==> config.mk <==
export PLATFORM = sky130hd
export DESIGN_NAME = spi_slave_ctrl
export DESIGN_NICKNAME = d
export VERILOG_FILES = /design/src/rtl/spi_pkg.sv /design/src/rtl/spi_sync_edge.sv /design/src/rtl/spi_slave_ctrl.sv
export SDC_FILE = /design/constraint.sdc
export NUM_CORES = 1
export LEC_CHECK = 0
export ABC_AREA = 0
export ABC_CLOCK_PERIOD_IN_PS = 2080
export CORE_MARGIN = 2
export CORE_UTILIZATION = 40
export DETAILED_ROUTE_END_ITERATION = 12
export PLACE_DENSITY_LB_ADDON = 0.12
export SYNTH_ARGS = -nofsm -noshare
export SYNTH_HDL_FRONTEND = slang
export SYNTH_SLANG_ARGS = --single-unit
==> constraint.sdc <==
create_clock -name clk_i -period 2.08 [get_ports clk_i]
set_input_delay 0.416 -clock clk_i [delete_from_list [all_inputs] [get_ports clk_i]]
set_output_delay 0.416 -clock clk_i [all_outputs]
set_load 0.005 [all_outputs]
==> src/rtl/spi_pkg.sv <==
// Shared definitions for the SPI slave controller: FSM encoding, mode bit
// positions inside the latched mode vector, and legal word-width bounds.
package spi_pkg;

  typedef enum logic {
    IDLE   = 1'b0,
    ACTIVE = 1'b1
  } spi_state_t;

  localparam int MODE_CPHA = 0;
  localparam int MODE_CPOL = 1;

  localparam int DATA_W_MIN = 4;
  localparam int DATA_W_MAX = 32;

endpackage

==> src/rtl/spi_sync_edge.sv <==
// Multi-flop synchroniser for an asynchronous pin with single-cycle rise and
// fall pulses derived from the synchronised level.
module spi_sync_edge #(
  parameter int   SYNC_STAGES = 2,
  parameter logic RST_VAL     = 1'b0
) (
  input  logic clk_i,
  input  logic rst_i,
  input  logic d_i,
  output logic rise_o,
  output logic fall_o
);

  logic [SYNC_STAGES-1:0] sync_p0;
  logic                   last_p1;

  always_ff @(posedge clk_i or posedge rst_i) begin
    if (rst_i) begin
      sync_p0 <= {SYNC_STAGES{RST_VAL}};
      last_p1 <= RST_VAL;
    end else begin
      sync_p0 <= {sync_p0[SYNC_STAGES-2:0], d_i};
      last_p1 <= sync_p0[SYNC_STAGES-1];
    end
  end

  // edge stage: compare settled level against its one-cycle-old copy
  assign rise_o = sync_p0[SYNC_STAGES-1] & ~last_p1;
  assign fall_o = ~sync_p0[SYNC_STAGES-1] & last_p1;

endmodule

==> src/rtl/spi_slave_ctrl.sv <==
// Oversampled SPI slave (all CPOL/CPHA modes) with TX holding and RX output
// registers. Define SPI_SLAVE_STATUS_EN for sticky overrun/underrun flags.
module spi_slave_ctrl
  import spi_pkg::*;
#(
  parameter int                DATA_W      = 8,
  parameter int                SYNC_STAGES = 2,
  parameter logic [DATA_W-1:0] TX_FILL     = '0
) (
  input  logic              clk_i,
  input  logic              rst_i,
  input  logic              cpol_i,
  input  logic              cpha_i,
  input  logic [DATA_W-1:0] tx_data_bi,
  input  logic              tx_load_i,
  output logic              tx_ready_o,
  output logic [DATA_W-1:0] rx_data_bo,
  output logic              rx_valid_o,
  input  logic              rx_ack_i,
  output logic              busy_o,
`ifdef SPI_SLAVE_STATUS_EN
  input  logic              status_clr_i,
  output logic              rx_overrun_o,
  output logic              tx_underrun_o,
`endif
  output logic              spi_miso_o,
  input  logic              spi_mosi_i,
  input  logic              spi_sclk_i,
  input  logic              spi_cs_i
);

  localparam int                CNT_W    = $clog2(DATA_W + 1);
  localparam logic [CNT_W-1:0]  CNT_LAST = CNT_W'(DATA_W - 1);

  if (DATA_W < DATA_W_MIN || DATA_W > DATA_W_MAX) begin : g_bad_width
    $error("spi_slave_ctrl: DATA_W out of range");
  end

  spi_state_t        state, state_nxt;
  logic [1:0]        mode_q;
  logic [DATA_W-1:0] sr;
  logic [DATA_W-1:0] tx_hold;
  logic [CNT_W-1:0]  bit_cnt;
  logic              bit_buf, skip_first, reload_pend;
  logic              sclk_rise, sclk_fall, cs_rise, cs_fall;
  logic [SYNC_STAGES-1:0] mosi_sync_p0;
  logic              mosi_s, lead, trail, smp_edge, sft_edge;
  logic              start, smp, sft, complete, reload, consume, load_acc;
  logic [DATA_W-1:0] load_val;

  spi_sync_edge #(.SYNC_STAGES(SYNC_STAGES), .RST_VAL(1'b0)) u_sclk_sync (
    .clk_i (clk_i), .rst_i (rst_i), .d_i (spi_sclk_i),
    .rise_o(sclk_rise), .fall_o(sclk_fall)
  );

  spi_sync_edge #(.SYNC_STAGES(SYNC_STAGES), .RST_VAL(1'b1)) u_cs_sync (
    .clk_i (clk_i), .rst_i (rst_i), .d_i (spi_cs_i),
    .rise_o(cs_rise), .fall_o(cs_fall)
  );

  // MOSI has the same depth as SCLK so it lines up with the detected edge
  always_ff @(posedge clk_i or posedge rst_i) begin
    if (rst_i) mosi_sync_p0 <= '0;
    else       mosi_sync_p0 <= {mosi_sync_p0[SYNC_STAGES-2:0], spi_mosi_i};
  end
  assign mosi_s = mosi_sync_p0[SYNC_STAGES-1];

  assign lead     = mode_q[MODE_CPOL] ? sclk_fall : sclk_rise;
  assign trail    = mode_q[MODE_CPOL] ? sclk_rise : sclk_fall;
  assign smp_edge = mode_q[MODE_CPHA] ? trail : lead;
  assign sft_edge = mode_q[MODE_CPHA] ? lead  : trail;

  always_ff @(posedge clk_i or posedge rst_i) begin
    if (rst_i) state <= IDLE;
    else       state <= state_nxt;
  end

  always_comb begin
    state_nxt = state;
    start     = 1'b0;
    smp       = 1'b0;
    sft       = 1'b0;
    case (state)
      IDLE: begin
        if (cs_fall) begin
          state_nxt = ACTIVE;
          start     = 1'b1;
        end
      end
      ACTIVE: begin
        smp = smp_edge;
        sft = sft_edge & ~cs_rise;
        if (cs_rise) state_nxt = IDLE;
      end
      default: state_nxt = IDLE;
    endcase
  end

  assign complete = smp & (bit_cnt == CNT_LAST);
  assign reload   = sft & ~skip_first & reload_pend;
  assign consume  = (start | reload) & ~tx_ready_o;
  assign load_acc = tx_load_i & (tx_ready_o | consume);
  assign load_val = tx_ready_o ? TX_FILL : tx_hold;

  always_ff @(posedge clk_i or posedge rst_i) begin
    if (rst_i) begin
      mode_q      <= '0;
      sr          <= '0;
      bit_cnt     <= '0;
      bit_buf     <= 1'b0;
      skip_first  <= 1'b0;
      reload_pend <= 1'b0;
      tx_hold     <= '0;
      tx_ready_o  <= 1'b1;
      rx_data_bo  <= '0;
      rx_valid_o  <= 1'b0;
    end else begin
      if (start) begin
        mode_q[MODE_CPOL] <= cpol_i;
        mode_q[MODE_CPHA] <= cpha_i;
        sr                <= load_val;
        bit_cnt           <= '0;
        skip_first        <= cpha_i;
        reload_pend       <= 1'b0;
      end
      if (smp) begin
        bit_buf <= mosi_s;
        bit_cnt <= complete ? '0 : bit_cnt + 1'b1;
      end
      if (complete) begin
        reload_pend <= 1'b1;
        rx_data_bo  <= {sr[DATA_W-2:0], mosi_s};
      end
      if (sft) begin
        if (skip_first) begin
          skip_first <= 1'b0;
        end else if (reload_pend) begin
          sr          <= load_val;
          reload_pend <= 1'b0;
        end else begin
          sr <= {sr[DATA_W-2:0], bit_buf};
        end
      end
      if (load_acc) tx_hold <= tx_data_bi;
      tx_ready_o <= load_acc ? 1'b0 : (consume ? 1'b1 : tx_ready_o);
      rx_valid_o <= complete ? 1'b1 : (rx_ack_i ? 1'b0 : rx_valid_o);
    end
  end

  assign busy_o     = (state == ACTIVE);
  assign spi_miso_o = (state == ACTIVE) & sr[DATA_W-1];

`ifdef SPI_SLAVE_STATUS_EN
  logic fill_load;
  assign fill_load = (start | reload) & tx_ready_o;

  always_ff @(posedge clk_i or posedge rst_i) begin
    if (rst_i) begin
      rx_overrun_o  <= 1'b0;
      tx_underrun_o <= 1'b0;
    end else begin
      if (status_clr_i) begin
        rx_overrun_o  <= 1'b0;
        tx_underrun_o <= 1'b0;
      end
      if (complete && rx_valid_o) rx_overrun_o  <= 1'b1;
      if (fill_load)              tx_underrun_o <= 1'b1;
    end
  end
`endif

endmodule

==> insert_results.sql <==
INSERT INTO impl_metrics (metric_group, metric, value, unit) VALUES
('drt', 'vias_per_cell', '5.072', ''),
('floorplanning', 'starting_density_of_the_core', '41.18', '%'),
('sta', 'number_of_pins_exceeding_their_max_slew_limit_in_the_final_report', '0', ''),
('cells_and_area', 'final_core_util', '51.06', '%'),
('worst_setup_path', 'critPathKind', 'flip-flop to flip-flop', ''),
('min_path', 'min_path_type', 'flip-flop to flip-flop', ''),
('cells_and_area', 'layout-drive-gt1-share', '23.59', '%'),
('sta', 'period_minus_slack', '1.950', 'ns'),
('cells_and_area', 'layout.cells.non_filler', '249', ''),
('cts', 'clock_tree_from_tritoncts', 'built', ''),
('worst_setup_path', 'worst-path-max-fanout', '8', ''),
('sta', 'layout_worst_path_cycle_share', '93.75', '%'),
('cts', 'post_cts_hold_buffer_count', '0', ''),
('power_and_ir_drop', 'combinationalPowerShare', '24.2', '%'),
('power_and_ir_drop', 'netSwitchingPower', '666.5', 'uW'),
('placement', 'detailedPlacementHpwl', '2503', 'um'),
('cts', 'numClockSinks', '44', ''),
('floorplanning', 'die_y', '73.27', 'um'),
('grt', 'antenna_found_initial', '0', ''),
('cells_and_area', 'layout_commonest_cell', 'dfrtp_1', ''),
('floorplanning', 'floorplan.io_pins', '29', ''),
('cells_and_area', 'design.final.nets', '212', ''),
('cts', 'postCtsResizedCells', '0', ''),
('floorplanning', 'core_region_area', '4661', 'um^2'),
('placement', 'gp_routability_congestion', '0.7353', ''),
('sta', 'rsz0062_at_grt', 'no', ''),
('cts', 'tritoncts.num_buffers', '5', ''),
('yosys', 'syn_nets', '179', ''),
('sta', 'skew', '0.009693', 'ns'),
('yosys', 'synth_enable_flop_cells', '0', ''),
('grt', 'global_route.usage.total', '14.75', '%'),
('floorplanning', 'design.die.area', '5368', 'um^2'),
('drt', 'route.antenna.remaining_nets', '0', ''),
('yosys', 'synth.ff_latch_count', '44', ''),
('placement', 'cell_count_after_placement', '241', ''),
('power_and_ir_drop', 'seq_power_share', '50.1', '%'),
('yosys', 'synth.avg_cell_area', '11.92', 'um^2'),
('worst_setup_path', 'critPathLaunch', 'mode_q[1]', ''),
('yosys', 'ys_warn_count', '0', ''),
('worst_setup_path', 'req_time_crit_path', '2.25', 'ns'),
('yosys', 'ys.flop_type', 'dfrtp_1', ''),
('floorplanning', 'die_w', '73.27', 'um'),
('cells_and_area', 'num_antenna_cells', '0', ''),
('worst_setup_path', 'endpoint_type_of_the_worst_setup_path', 'flip-flop', ''),
('sta', 'worst_pin_slew', '0.5752', 'ns'),
('grt', 'largest_net_degree_at_the_start_of_global_routing', '45', ''),
('cts', 'clock_latency', '0.29', 'ns'),
('power_and_ir_drop', 'power.leakage', '1.026', 'nW'),
('sta', 'timing.final.hold_violations', '0', ''),
('drt', 'num_vias', '1263', ''),
('power_and_ir_drop', 'pwr_density_cell', '1023', 'nW/um^2'),
('flow_run', 'cap_viol_max_count', '0', ''),
('drt', 'drt_iter0_drc', '111', ''),
('grt', 'first_global_vias', '1258', ''),
('yosys', 'cell_area_after_synthesis', '1919', 'um^2'),
('cts', 'clock-root-buffer', 'clkbuf_8', ''),
('placement', 'port_buffers', '28', ''),
('yosys', 'postSynthCellCount', '161', ''),
('drt', 'drt-wirelength-per-cell', '13.95', 'um'),
('cells_and_area', 'layout-area-overhead-vs-synth', '23.99', '%'),
('yosys', 'synth.yosys.seq_area_share', '57.63', '%'),
('cts', 'postCtsSetupRepairBufs', '0', ''),
('cells_and_area', 'commonest_cells_after_routing_fill_and_taps_aside', '40 x dfrtp_1, 28 x clkdlybuf4s50_1, 20 x nand2_1, 18 x mux2_2', ''),
('cts', 'htreeDepth', '2', ''),
('sta', 'finalSetupViolations', '0', ''),
('drt', 'drt_drc_violations_left', '0', ''),
('yosys', 'synth_async_sr_flop_share', '100.0', '%'),
('sta', 'setup_tns', '0', 'ns'),
('power_and_ir_drop', 'power.share.clock', '25.7', '%'),
('status', 'status', 'finished, final reports clean', ''),
('worst_setup_path', 'r2r_start', 'mode_q[1]', '');
-- routing by layer --
metal / track usage [%] / routed length, um
met1: 19.86 / 1721
met2: 22.62 / 1582
met3: 4.252 / 125
met4: 5.556 / 44
met5: 0 / 0
-- power groups by stage --
stage          Sequential, mW  Clock (mW)  Combinational (mW)
3_5_place_dp             1.24           0               0.596
5_1_grt                  1.25       0.688               0.657
2_1_floorplan            1.18           0               0.437
4_1_cts                  1.22       0.643               0.599
6_report                 1.22       0.626               0.589
3_3_place_gp             1.22           0               0.574
-- cell families (layout without fill, tap and decap cells) --
family          Yosys count  after routing  synth area share (%)
simple gates             53             53                 13.43
flops                    44             44                 57.63
compound gates           28             28                 11.54
mux                      22             22                 13.30
buf+inv                  12             46                 2.608
fa+ha+maj                 1              1                0.6518
xor+xnor                  1              1                0.8477
-- per-stage QoR --
| stage | cell area (um^2) | power (mW) | worst slack, ns |
|---|---|---|---|
| global placement | 2273 | 1.798 | 0.1064 |
| CTS | 2380 | 2.466 | 0.09760 |
| detailed placement | 2273 | 1.834 | 0.08342 |
| global route | 2380 | 2.598 | 0.02134 |
| floorplan | 1919 | 1.619 | 0.2292 |
| finish | 2380 | 2.435 | 0.1301 |
-- Yosys cell counts, types with 2 or more instances --
cell type / n / area (um^2)
a21oi_1: 8 / 40.04
clkbuf_1: 5 / 18.77
dfrtp_1: 40 / 1001
dfstp_2: 4 / 105.1
inv_1: 5 / 18.77
mux2_2: 18 / 202.7
mux2i_1: 3 / 30.03
nand2_1: 20 / 75.07
nand2b_1: 10 / 62.56
nand3_1: 3 / 15.01
nand3b_1: 2 / 15.01
nor2_1: 10 / 37.54
nor2b_1: 2 / 12.51
o21ai_0: 3 / 15.01
o21ai_1: 2 / 10.01
o221a_2: 8 / 90.09
-- area by class of cell --
class,count,area (um^2)
Inverter,5,18.77
Clock buffer,7,76.32
Multi-Input combinational cell,105,763.2
Tap cell,54,67.56
Clock inverter,1,30.03
Timing Repair Buffer,33,317.8
Fill cell,426,2281
Sequential cell,44,1106
-- worst paths after layout --
| path | to | slack (ns) | cells past startpoint |
|---|---|---|---|
| setup / recovery | tx_hold[6] | 0.13 | 4 |
| min in group asynchronous | bit_cnt[3] | 0.57 | 3 |
| max in group asynchronous | tx_ready_o | 1.13 | 3 |
| setup reg to reg | tx_hold[6] | 0.13 | 4 |
| hold reg to reg | u_sclk_sync.sync_p0[1] | 0.35 | 0 |
| hold / removal | u_sclk_sync.sync_p0[1] | 0.35 | 0 |
-- worst max-delay path, stage by stage, from the launching register on --
cell,delay [ns]
dfrtp_1,0.42
xnor2_2,0.28
mux2i_1,0.22
o31ai_4,0.51
mux2_2,0.40
-- sequential cells by signal, summed over array words and instances (netlist names) --
register and count:
rx_data_bo 8, sr 8, tx_hold 8, bit_cnt 4, mode_q 2, mosi_sync_p0 2
u_cs_sync.sync_p0 2, u_sclk_sync.sync_p0 2, bit_buf 1, busy_o 1, reload_pend 1, rx_valid_o 1
skip_first 1, tx_ready_o 1, u_cs_sync.last_p1 1, u_sclk_sync.last_p1 1
Note: power is estimated with default switching activity, not from simulation.
